===== config.mk =====
export PLATFORM = sky130hd
export DESIGN_NAME = cam_ctrl
export DESIGN_NICKNAME = d
export VERILOG_FILES = /design/src/rtl/cam_ctrl.sv
export SDC_FILE = /design/constraint.sdc
export NUM_CORES = 1
export LEC_CHECK = 0
export CORE_ASPECT_RATIO = 1.5
export CORE_MARGIN = 1.5
export CORE_UTILIZATION = 50
export DETAILED_ROUTE_END_ITERATION = 10
export DONT_BUFFER_PORTS = 1
export PLACE_DENSITY = 0.73
export RECOVER_POWER = 25
export SLEW_MARGIN = 10
export SYNTH_ARGS = -nofsm -noshare
export SYNTH_HDL_FRONTEND = slang
export SYNTH_SLANG_ARGS = --single-unit

===== constraint.sdc =====
create_clock -name clk -period 1.6 [get_ports clk]
set_clock_uncertainty 0.05 [all_clocks]
set_input_delay 0.16 -clock clk [delete_from_list [all_inputs] [get_ports clk]]
set_output_delay 0.16 -clock clk [all_outputs]
set_load 0.05 [all_outputs]

===== src/rtl/cam_ctrl.sv =====
// cam_ctrl: single-outstanding request sequencer in front of a CAM search/write core.
// Each request searches for SEARCH_LAT cycles; an INSERT miss adds one WRITE cycle before the response.
module cam_ctrl #(
  parameter int DATA_WIDTH = 128,
  parameter int ADDR_WIDTH = 6,
  parameter int SEARCH_LAT = 2
) (
  input  logic                  clk,
  input  logic                  rst,
  input  logic                  req_valid,
  output logic                  req_ready,
  input  logic                  req_op,
  input  logic [DATA_WIDTH-1:0] req_key,
  output logic                  rsp_valid,
  input  logic                  rsp_ready,
  output logic                  rsp_hit,
  output logic [ADDR_WIDTH-1:0] rsp_addr,
  output logic                  rsp_err,
  output logic                  cam_start,
  output logic                  cam_we,
  output logic [DATA_WIDTH-1:0] cam_din,
  output logic [ADDR_WIDTH-1:0] cam_waddr,
  input  logic                  cam_match,
  input  logic [ADDR_WIDTH-1:0] cam_match_addr,
  output logic [ADDR_WIDTH:0]   entry_count,
  output logic                  full,
  output logic [1:0]            dbg_state
);

  localparam int LAT_W = (SEARCH_LAT > 1) ? $clog2(SEARCH_LAT) : 1;
  localparam logic [LAT_W-1:0] LAT_LAST = LAT_W'(SEARCH_LAT - 1);
  localparam logic [ADDR_WIDTH:0] DEPTH_CNT = {1'b1, {ADDR_WIDTH{1'b0}}};

  typedef enum logic [1:0] {S_IDLE = 2'd0, S_SEARCH = 2'd1, S_WRITE = 2'd2, S_RESP = 2'd3} state_t;

  state_t                state_q, state_d;
  logic                  live_q;
  logic                  op_q, op_d;
  logic [DATA_WIDTH-1:0] key_q, key_d;
  logic [LAT_W-1:0]      lat_q, lat_d;
  logic [ADDR_WIDTH:0]   cnt_q, cnt_d;
  logic                  hit_q, hit_d;
  logic                  err_q, err_d;
  logic [ADDR_WIDTH-1:0] addr_q, addr_d;
  logic                  accept;
  logic                  last;

  // Handshakes: a transfer happens on a rising edge where valid && ready are both high;
  // valid never waits on ready, and response fields stay stable while rsp_valid && !rsp_ready.
  assign accept = req_valid && req_ready;
  assign last   = (lat_q == LAT_LAST);
  assign full   = (cnt_q == DEPTH_CNT);

  always_ff @(posedge clk or negedge rst) begin
    if (!rst) begin
      state_q <= S_IDLE;
      live_q  <= 1'b0;
    end else begin
      state_q <= state_d;
      live_q  <= 1'b1;
    end
  end

  always_comb begin
    state_d = state_q;
    unique case (state_q)
      S_IDLE:   if (accept) state_d = S_SEARCH;
      S_SEARCH: if (last) state_d = (cam_match || !op_q || full) ? S_RESP : S_WRITE;
      S_WRITE:  state_d = S_RESP;
      S_RESP:   if (rsp_ready) state_d = S_IDLE;
      default:  state_d = S_IDLE;
    endcase
  end

  always_comb begin
    req_ready   = live_q && (state_q == S_IDLE);
    cam_start   = (state_q == S_SEARCH);
    cam_we      = (state_q == S_WRITE);
    cam_din     = (state_q == S_SEARCH || state_q == S_WRITE) ? key_q : '0;
    cam_waddr   = (state_q == S_WRITE) ? cnt_q[ADDR_WIDTH-1:0] : '0;
    rsp_valid   = (state_q == S_RESP);
    rsp_hit     = hit_q;
    rsp_err     = err_q;
    rsp_addr    = addr_q;
    entry_count = cnt_q;
    dbg_state   = state_q;
  end

  // Request/response datapath; the match result is taken only on the final search cycle.
  always_comb begin
    op_d   = op_q;
    key_d  = key_q;
    lat_d  = lat_q;
    cnt_d  = cnt_q;
    hit_d  = hit_q;
    err_d  = err_q;
    addr_d = addr_q;
    unique case (state_q)
      S_IDLE: begin
        if (accept) begin
          op_d   = req_op;
          key_d  = req_key;
          lat_d  = '0;
          hit_d  = 1'b0;
          err_d  = 1'b0;
          addr_d = '0;
        end
      end
      S_SEARCH: begin
        if (!last) begin
          lat_d = lat_q + 1'b1;
        end else begin
          hit_d  = cam_match;
          addr_d = cam_match ? cam_match_addr : '0;
          err_d  = !cam_match && op_q && full;
        end
      end
      S_WRITE: begin
        addr_d = cnt_q[ADDR_WIDTH-1:0];
        if (!full) cnt_d = cnt_q + 1'b1;
      end
      default: ;
    endcase
  end

  always_ff @(posedge clk or negedge rst) begin
    if (!rst) begin
      op_q   <= 1'b0;
      key_q  <= '0;
      lat_q  <= '0;
      cnt_q  <= '0;
      hit_q  <= 1'b0;
      err_q  <= 1'b0;
      addr_q <= '0;
    end else begin
      op_q   <= op_d;
      key_q  <= key_d;
      lat_q  <= lat_d;
      cnt_q  <= cnt_d;
      hit_q  <= hit_d;
      err_q  <= err_d;
      addr_q <= addr_d;
    end
  end

endmodule

-- Yosys cells after proc, flatten, opt, wreduce, memory -nomap -nowiden
Cells that the tools add are included.
- $add $sub $neg: 2
- equality and inequality tests: 7
- mux-type cells: 18
- bitwise gates (word level): 1
- reduce and logical (&&, ||, !) cells: 18
- operator list (operator ; number):
    2-to-1 mux 128 bit ; 1
    2-to-1 mux 6 bit ; 4
    one-hot mux 6 bit (3 select lines) ; 1
    AND reduction 3 bit ; 3
    one-hot mux 2 bit (4 select lines) ; 1
    adder 7 x 1 -> 7 bit (second input constant) ; 1
    equality test 7 bit (second input constant) ; 1
    2-to-1 mux 2 bit ; 3
    one-hot mux 1 bit (2 select lines) ; 3
    AND reduction 2 bit ; 3
    2-to-1 mux 1 bit ; 5
    equality test 2 bit (second input constant) ; 2
    logical AND 1 bit ; 4
    != test 2 x 1 -> 1 bit (second input constant) ; 2
    logical OR 1 bit ; 3
    nonzero test 3 bit ; 1
    equality test 2 x 1 -> 1 bit (second input constant) ; 1
    logical NOT 1 bit ; 2
    logical NOT 2 bit ; 1
    != test 2 bit (second input constant) ; 1
    nonzero test 2 bit ; 1
    adder 1 bit (second input constant) ; 1
    inverter 1 bit ; 1
- bits in registers: 148
- input bits: 140
- output and inout port bits: 156
- word-level logic and storage cells: 55

-- Longest topological paths before layout
Gate-level depths: netlist of the first run.
- depth in word-level cells: 6
- mapped depth: 7
- gate-level depth less buffers: 5

-- Worst setup path after synthesis of the first run
OpenSTA, ideal clock, no wires.
- path type: flip-flop to output port
- start: register state_q[0], in the netlist dbg_state[0]
- end: output port cam_din[100]
- data arrival time: 2225 ps
- required time: 1390 ps
- path slack: -835 ps
- cell stages (with the launch flop): 7
- buffers on the path: 3
- path through: dfrtp_1 inv_1 ha_1 buf_2 clkbuf_1 clkbuf_1 and2_1
- longest elaborated chain between the ends: 3
- elaborated cells on any way between the ends: 4
- classes of those cells: eq/ne: 2; mux: 1; reduce/logical: 1
- RTL lines (element ; line ; RTL):
    start, declared ; 36 ; state_t state_q, state_d;
    start signal, assigned ; 59 ; state_q <= state_d;
    equality test 2 x 1 -> 1 bit or equality test 2 bit (tied branches) ; 79 ; cam_din = (state_q == S_SEARCH || state_q == S_WRITE) ? key_q : '0;
    logical OR 1 bit * ; 79 ;
    2-to-1 mux 128 bit * ; 79 ;
    end, declared ; 21 ; output logic [DATA_WIDTH-1:0] cam_din,
Mark *: on every way between the ends. The rest lies on a longest branch, timed or not.

-- Final worst setup path of the first run
- start: register state_q[0], in the netlist dbg_state[0]
- end: output port cam_din[80]
Same word-level chain as after synthesis.

==> metrics.txt, run 1 <==
# TYPE chip_impl_metric gauge
chip_impl_metric{name="synth_area_in_compound_gates",unit="%"} 2.451
chip_impl_metric{name="route.detailed.wl_per_inst",unit="microns"} 26.35
chip_impl_metric{name="whs",unit="ns"} -0.6193
chip_impl_metric{name="detail-route-antenna-nets",unit=""} 0
chip_impl_metric{name="cts_made_buffers",unit=""} 17
chip_impl_metric{name="die_width",unit="microns"} 98.15
chip_impl_metric{name="htreeDepth",unit=""} 4
chip_impl_metric{name="violation_count_after_the_first_detailed_routing_iteration",unit=""} 259
chip_impl_info{name="status",value="finished with violations"} 1
chip_impl_metric{name="min_period",unit="ns"} 1.965
chip_impl_metric{name="worstPathMaxFanout",unit=""} 15
chip_impl_info{name="route.top_layer_used",value="met4"} 1
chip_impl_info{name="crit_path_end_kind",value="output pin"} 1
chip_impl_metric{name="grt_max_degree",unit=""} 149
chip_impl_metric{name="met1Wirelength",unit="mm"} 8.432
chip_impl_metric{name="ys.warnings.count",unit=""} 0
chip_impl_metric{name="netlist.area_leader.share",unit="%"} 54.54
chip_impl_metric{name="floorplan.die_area",unit="sq mm"} 0.01430
chip_impl_metric{name="asyncSetResetFlopFracSynth",unit="%"} 100.0
chip_impl_metric{name="grt_antenna_before_repair",unit=""} 1
chip_impl_metric{name="port_buffers",unit=""} 0
chip_impl_metric{name="worst-endpoint-arrival",unit="ns"} 1.75
chip_impl_metric{name="detailed_route_drc_error_count",unit=""} 0
chip_impl_info{name="failing_checks",value="hold timing, setup timing"} 1
chip_impl_metric{name="timing_worst_slew_pin_value",unit="ns"} 0.5660
chip_impl_metric{name="place_hpwl",unit="mm"} 11.65
chip_impl_metric{name="layout_worst_path_cycle_share",unit="%"} 122.8
chip_impl_metric{name="insertion_delay",unit="ns"} 0.42
chip_impl_info{name="clk_root_buffer_cell",value="clkbuf_16"} 1
chip_impl_metric{name="grt_overflow_total",unit=""} 0
chip_impl_info{name="layout_commonest_cell",value="dfrtp_1"} 1
chip_impl_metric{name="post_synth_num_cell_types",unit=""} 31
chip_impl_metric{name="grt_usage",unit="%"} 28.02
chip_impl_info{name="final_cell_mix",value="dfrtp_1, mux2_4, dlygate4sd3_1"} 1
chip_impl_metric{name="num-nets-final",unit=""} 900
chip_impl_metric{name="areaGrowthSynthToFinish",unit="%"} 66.10
chip_impl_info{name="hp-class",value="input port to asynchronous set/reset pin"} 1
chip_impl_info{name="crit-reg2reg-capture",value="rsp_addr[2]$_DFFE_PN0P_"} 1
chip_impl_metric{name="via_count",unit=""} 5357
chip_impl_metric{name="clock.fmax",unit="GHz"} 0.5090
chip_impl_metric{name="worstRegToRegCells",unit=""} 8
chip_impl_metric{name="totalNegativeSetupSlack",unit="ns"} -50.64
chip_impl_metric{name="layout_setup_ws",unit="ns"} -0.3645
chip_impl_metric{name="synth_adder_area_share",unit="%"} 1.290
chip_impl_metric{name="synth_enable_flop_cells",unit=""} 0
chip_impl_metric{name="first_pass_grt_wire_length",unit="mm"} 30.75
chip_impl_metric{name="ff2ff_setup_slack",unit="ns"} -0.35
chip_impl_metric{name="cap_viol_max_count",unit=""} 0
chip_impl_metric{name="dr_wl_met2",unit="mm"} 13.45
chip_impl_metric{name="wl",unit="mm"} 24.46
chip_impl_metric{name="synth-xor-area-share",unit="%"} 0.6449
chip_impl_metric{name="core_area",unit="sq mm"} 0.01340
chip_impl_metric{name="place_congestion",unit=""} 0.7968
chip_impl_metric{name="final-setup-viol-count",unit=""} 250
chip_impl_metric{name="seq_area_frac_synth",unit="%"} 54.54
chip_impl_metric{name="register_bit_total_from_synthesis",unit=""} 148
chip_impl_metric{name="synthesis.area_per_instance",unit="sq um"} 12.79
chip_impl_info{name="synthFlopType",value="dfrtp_1"} 1
chip_impl_metric{name="dr_wl_met3",unit="mm"} 1.618
chip_impl_metric{name="clk_pin_slew",unit="ns"} 0.06
chip_impl_metric{name="top_level_pins",unit=""} 296
chip_impl_metric{name="hold_viol",unit=""} 148
chip_impl_metric{name="fp-row-count",unit=""} 52
chip_impl_metric{name="share_of_cells_above_drive_strength_1",unit="%"} 57.78
chip_impl_metric{name="maxSlewViolCount",unit=""} 0
chip_impl_info{name="synth_top_area_cell",value="dfrtp_1"} 1
chip_impl_info{name="worst_reg2reg_startpoint",value="dbg_state[0]$_DFFE_PN0P_"} 1
chip_impl_metric{name="slew-limit-headroom",unit="%"} 62.27
chip_impl_metric{name="syn_area",unit="sq mm"} 0.006790
chip_impl_metric{name="fill_cell_instance_count_of_the_final_layout",unit=""} 617
chip_impl_info{name="tritoncts",value="yes"} 1
chip_impl_metric{name="synth.area.mux_share",unit="%"} 21.87
chip_impl_metric{name="route.detailed.vias_per_inst",unit=""} 5.773
chip_impl_metric{name="syn-num-nets",unit=""} 678
chip_impl_metric{name="chipHeight",unit="microns"} 145.7
chip_impl_info{name="path_class",value="register to output pin"} 1
chip_impl_metric{name="cts-hold-fix-buffers",unit=""} 130
chip_impl_info{name="crit_path_start_kind",value="register"} 1
chip_impl_metric{name="grt_pass1_vias",unit=""} 5506
chip_impl_metric{name="cts.path.max_buffers",unit=""} 2
chip_impl_metric{name="syn_inst",unit=""} 531
chip_impl_info{name="dominant_combinational_cell_family_by_area_after_synthesis",value="multiplexers"} 1
chip_impl_metric{name="start_util",unit="%"} 50.66
chip_impl_metric{name="drt_pass1_iterations",unit=""} 5
chip_impl_info{name="rsz0062_at_grt",value="true"} 1
chip_impl_metric{name="clock-sinks",unit=""} 148
chip_impl_metric{name="cp_data_required_time",unit="ns"} 1.39
chip_impl_info{name="yosys-top-cells-area",value="dfrtp_1, mux2_2, and2_1, buf_6, ha_1"} 1
chip_impl_metric{name="post_synth_simple_gate_area",unit="%"} 15.39
chip_impl_metric{name="finalCoreUtilization",unit="%"} 84.15
-- final cells by class --
| type | count | area, sq um | share of cell area [%] |
|---|---|---|---|
| diodes | 1 | 2.502 | 0.02219 |
| clock buffers | 20 | 446.7 | 3.961 |
| clock inverters | 11 | 200.2 | 1.775 |
| inverters | 12 | 53.80 | 0.4770 |
| multi-input cells | 339 | 3852 | 34.16 |
| flip-flops and latches | 148 | 3712 | 32.92 |
| well taps | 162 | 202.7 | 1.797 |
| repair buffers | 235 | 2808 | 24.89 |
-- state kept, by name, summed over array words and instances (netlist names) --
register,count
rsp_hit,1
last,1
dbg_state,2
live_q,1
key_q,128
rsp_err,1
rsp_addr,6
entry_count,7
op_q,1
-- what timing repair did --
| item | in CTS | in global routing |
|---|---|---|
| endpoints found under the setup margin | 213 | 280 |
| setup buffers | 12 | 26 |
| pin swaps | 43 | 30 |
| gates cloned | 7 | 17 |
| resized for setup | 53 | 78 |
| endpoints found under the hold margin | 279 | 148 |
-- critical path, stage by stage (launching register included) --
cell and delay (ns):
dfrtp_2 0.39, inv_4 0.05, ha_4 0.32, buf_4 0.16, clkbuf_16 0.17, and2_4 0.25
-- how the worst max path moves through the flow --
stage	startpoint	to	slack [ns]	cells after the start
3_3_place_gp	dbg_state[0]$_DFFE_PN0P_	rsp_addr[1]$_DFFE_PN0P_	0.05	7
4_1_cts	dbg_state[1]$_DFFE_PN0P_	cam_din[82]	-0.36	4
2_1_floorplan	dbg_state[1]$_DFFE_PN0P_	cam_din[100]	-0.27	6
3_5_place_dp	dbg_state[0]$_DFFE_PN0P_	rsp_addr[5]$_DFFE_PN0P_	-0.1	7
5_1_grt	entry_count[5]$_DFFE_PN0P_	full	-0.41	4
6_report	dbg_state[0]$_DFFE_PN0P_	cam_din[80]	-0.36	5
-- routing by layer --
layer  GRT usage (%)  vias to the layer above
met4           13.03                        0
met5               0                        -
met3           6.964                       64
li1                -                     2235
met1           30.17                     2761
met2           50.93                      297
-- synth_stat cells, types with 2 or more instances --
cell       number
inv_1          12
ha_1            7
nand2b_1        3
and2_1        135
and3_1          9
a41oi_1         2
xnor2_1         4
clkbuf_1       16
nand4_1         4
dfrtp_1       148
nand3_1         4
o2111ai_1       6
o31ai_1         6
nand2_1         6
buf_2           6
nor2_1          4
o21ai_0         5
or2_2           2
mux2_2        131
buf_6          10
-- cell families after synthesis --
kind of cell,after synthesis
and+or+nand+nor,171
other,1
muxes,132
buffers and inverters,45
DFF,148
xor gates and xnor gates,5
adders and majority gates,7
AOI/OAI and AO/OA,22
-- per-stage QoR --
stage | cells | area, sq um | setup WS [ns]
after floorplan | 531 | 7826 | -0.2662
after global placement | 708 | 8167 | 0.04827
after detailed placement | 708 | 8167 | -0.09716
after CTS | 888 | 10520 | -0.3574
after global routing | 928 | 11280 | -0.4089
final | 928 | 11280 | -0.3645
Power of run 1 is not shown: default switching activity piles up to over one toggle a cycle in this logic, so the estimate is an artifact.
==> run 2, diff against run 1 <==
ABC_AREA = 1   (was unset)
==> run 2 against run 1 <==
  * The run still ends with hold timing, setup timing left
  * Worst setup slack got worse by 0.098 ns
  * Wire length down 16%
  * Synthesized cell count increased by 80%
  * Highest routed layer unchanged
==> metrics.txt, run 2 <==
# TYPE chip_impl_metric gauge
chip_impl_metric{name="maxSlewViolCount",unit=""} 0
chip_impl_info{name="path_class",value="register to output pin"} 1
chip_impl_info{name="crit_path_start_kind",value="register"} 1
chip_impl_metric{name="route.detailed.wl_per_inst",unit="microns"} 15.89
chip_impl_info{name="worst_setup_path_startpoint",value="dbg_state[0]$_DFFE_PN0P_"} 1
chip_impl_metric{name="share_of_cells_above_drive_strength_1",unit="%"} 26.49
chip_impl_metric{name="detailed_route_drc_error_count",unit=""} 0
chip_impl_metric{name="cts_made_buffers",unit=""} 17
chip_impl_metric{name="route.detailed.vias_per_inst",unit=""} 5.000
chip_impl_info{name="layout_commonest_cell",value="nand2_1"} 1
chip_impl_metric{name="synthesis.area_per_instance",unit="sq um"} 7.265
chip_impl_metric{name="clock-sinks",unit=""} 148
chip_impl_metric{name="place_congestion",unit=""} 0.8284
chip_impl_metric{name="start_util",unit="%"} 51.27
chip_impl_metric{name="layout_setup_ws",unit="ns"} -0.4622
chip_impl_metric{name="cts.path.max_buffers",unit=""} 2
chip_impl_info{name="hp-class",value="input port to asynchronous set/reset pin"} 1
chip_impl_metric{name="layout_worst_path_cycle_share",unit="%"} 128.9
chip_impl_info{name="worst_reg2reg_startpoint",value="dbg_state[0]$_DFFE_PN0P_"} 1
chip_impl_metric{name="min_period",unit="ns"} 2.062
chip_impl_metric{name="grt_usage",unit="%"} 26.98
chip_impl_metric{name="insertion_delay",unit="ns"} 0.42
chip_impl_metric{name="cap_viol_max_count",unit=""} 0
chip_impl_metric{name="place_hpwl",unit="mm"} 11.70
chip_impl_metric{name="netlist.area_leader.share",unit="%"} 53.38
chip_impl_metric{name="worstRegToRegCells",unit=""} 6
chip_impl_metric{name="post_synth_num_cell_types",unit=""} 23
chip_impl_metric{name="largest_reg_flops",unit=""} 128
chip_impl_metric{name="grt_max_degree",unit=""} 149
chip_impl_metric{name="worstPathMaxFanout",unit=""} 47
chip_impl_metric{name="seq_area_frac_synth",unit="%"} 53.38
chip_impl_info{name="clk_root_buffer_cell",value="clkbuf_16"} 1
chip_impl_metric{name="register_bit_total_from_synthesis",unit=""} 148
chip_impl_metric{name="syn-num-nets",unit=""} 1102
chip_impl_info{name="synth.cells.most_frequent",value="nand2_1, inv_1, dfrtp_1, buf_2, o21ai_0"} 1
chip_impl_metric{name="cp_data_required_time",unit="ns"} 1.39
chip_impl_info{name="path_cells",value="inv_4 -> ha_4 -> buf_16 -> nand2_1 -> clkinvlp_4"} 1
chip_impl_metric{name="worst-endpoint-arrival",unit="ns"} 1.85
chip_impl_metric{name="syn_inst",unit=""} 955
chip_impl_metric{name="via_count",unit=""} 6440
chip_impl_metric{name="final-setup-viol-count",unit=""} 139
chip_impl_metric{name="areaGrowthSynthToFinish",unit="%"} 46.10
chip_impl_metric{name="drt_pass1_iterations",unit=""} 5
chip_impl_metric{name="chipHeight",unit="microns"} 147.3
chip_impl_metric{name="cts-hold-fix-buffers",unit=""} 136
chip_impl_metric{name="top_level_pins",unit=""} 296
chip_impl_metric{name="hold_viol",unit=""} 148
chip_impl_metric{name="finalCoreUtilization",unit="%"} 74.90
chip_impl_metric{name="syn_area",unit="sq mm"} 0.006938
chip_impl_info{name="largest_register",value="key_q"} 1
chip_impl_metric{name="slew-limit-headroom",unit="%"} 63.28
chip_impl_info{name="failing_checks",value="hold timing, setup timing"} 1
chip_impl_info{name="synthFlopType",value="dfrtp_1"} 1
chip_impl_metric{name="port_buffers",unit=""} 0
chip_impl_metric{name="wl",unit="mm"} 20.46
chip_impl_metric{name="timing_worst_slew_pin_value",unit="ns"} 0.5509
chip_impl_metric{name="synth_enable_flop_cells",unit=""} 0
chip_impl_info{name="rsz0062_at_grt",value="true"} 1
chip_impl_metric{name="grt_pass1_vias",unit=""} 6317
chip_impl_metric{name="asyncSetResetFlopFracSynth",unit="%"} 100.0
chip_impl_metric{name="floorplan.die_area",unit="sq mm"} 0.01461
chip_impl_info{name="timing.critical_path.slowest_stage_cell",value="dfrtp_4"} 1
chip_impl_metric{name="ys.warnings.count",unit=""} 0
chip_impl_metric{name="core_area",unit="sq mm"} 0.01353
chip_impl_info{name="status",value="finished with violations"} 1
chip_impl_metric{name="num-nets-final",unit=""} 1259
chip_impl_metric{name="htreeDepth",unit=""} 4
chip_impl_metric{name="whs",unit="ns"} -0.6207
chip_impl_info{name="final_cell_mix",value="nand2_1, dfrtp_1, clkinvlp_4, dlygate4sd3_1, nand2_2"} 1
chip_impl_metric{name="first_pass_grt_wire_length",unit="mm"} 30.97
chip_impl_metric{name="clk_pin_slew",unit="ns"} 0.07
chip_impl_metric{name="max_stage_delay",unit="ns"} 0.49
chip_impl_info{name="yosysMostFrequentCell",value="nand2_1"} 1
chip_impl_metric{name="clock.fmax",unit="GHz"} 0.4849
chip_impl_metric{name="dpl_worst_slack",unit="ns"} 0.003823
chip_impl_metric{name="violation_count_after_the_first_detailed_routing_iteration",unit=""} 307
chip_impl_info{name="tritoncts",value="yes"} 1
chip_impl_metric{name="critical_path_cell_count",unit=""} 5
chip_impl_metric{name="crit_buf_inv",unit=""} 3
chip_impl_info{name="cpLargestDelayFamily",value="buffers and inverters"} 1
chip_impl_metric{name="die_width",unit="microns"} 99.18
chip_impl_metric{name="grt_overflow_total",unit=""} 0
chip_impl_metric{name="grt_antenna_before_repair",unit=""} 1
chip_impl_info{name="yosys-top-cells-area",value="dfrtp_1, nand2_1, inv_1, buf_2, ha_1"} 1
chip_impl_metric{name="fp-row-count",unit=""} 52
chip_impl_info{name="crit_path_end_kind",value="output pin"} 1
chip_impl_info{name="synth_top_area_cell",value="dfrtp_1"} 1
chip_impl_metric{name="detail-route-antenna-nets",unit=""} 0
[run 2: cell count changes after synthesis, moves of 7 or more]
cell | before | now
and2_1 | 135 | 0
and3_1 | 9 | 0
buf_2 | 6 | 24
buf_4 | 1 | 8
buf_6 | 10 | 2
clkbuf_1 | 16 | 9
inv_1 | 12 | 151
mux2_2 | 131 | 0
nand2_1 | 6 | 565
[run 2: what timing repair did]
action,4_1_cts,5_1_grt
cloned,0,1
setup endpoints to repair,139,254
endpoints found under the hold margin,286,148
pin swaps,0,5
setup buffers,0,11
gates resized for setup,39,50
[run 2: cell type report]
type / instances / area, sq um
flip-flops and latches: 148 / 3711
fillers: 877 / 3397
multi-input cells: 612 / 2713
repair buffers: 181 / 1824
inverters: 152 / 1097
clock buffers: 17 / 425.4
well taps: 162 / 202.7
clock inverters: 15 / 160.2
diodes: 1 / 2.502
[run 2: final timing paths]
kind | endpoint | slack [ns]
setup / recovery | cam_din[90] | -0.46
min in group clk | dbg_state[1]$_DFFE_PN0P_ | 0.02
hold / removal | entry_count[3]$_DFFE_PN0P_ | -0.62
max in group asynchronous | key_q[60]$_DFFE_PN0P_ | 1.75
setup reg to reg | key_q[99]$_DFFE_PN0P_ | 0.01
hold reg to reg | key_q[84]$_DFFE_PN0P_ | 0.43
[run 2: cells by family after synthesis]
logic type      Yosys count  synth area share, %
flops                   148                53.38
compound gates           12               0.8655
xor+xnor                  4               0.5049
buf+inv                 196                11.74
fa+ha+maj                 7                1.262
other cells               1              0.05405
simple gates            587                32.19
[run 2: through the flow]
step	setup TNS (ns)	hold slack, ns	cell area, sq um	std cells
after detailed placement	0	-0.1828	7831	1108
final	-54.19	-0.6207	10140	1288
after global placement	0	-0.1821	7831	1108
after CTS	-53.14	-0.6353	9878	1276
after floorplan	-20.81	-0.1856	7533	955
after global routing	-63.00	-0.6421	10140	1288
[run 2: metal layers]
layer | GRT usage [%] | vias to the layer above | part of all wire (%)
met5 | 0 | - | 0
met1 | 31.69 | 3058 | 38
met3 | 5.947 | 59 | 5.8
met2 | 46.72 | 284 | 53
li1 | - | 3039 | -
met4 | 12.75 | 0 | 3.5
Power of run 2 is left out for the same reason.
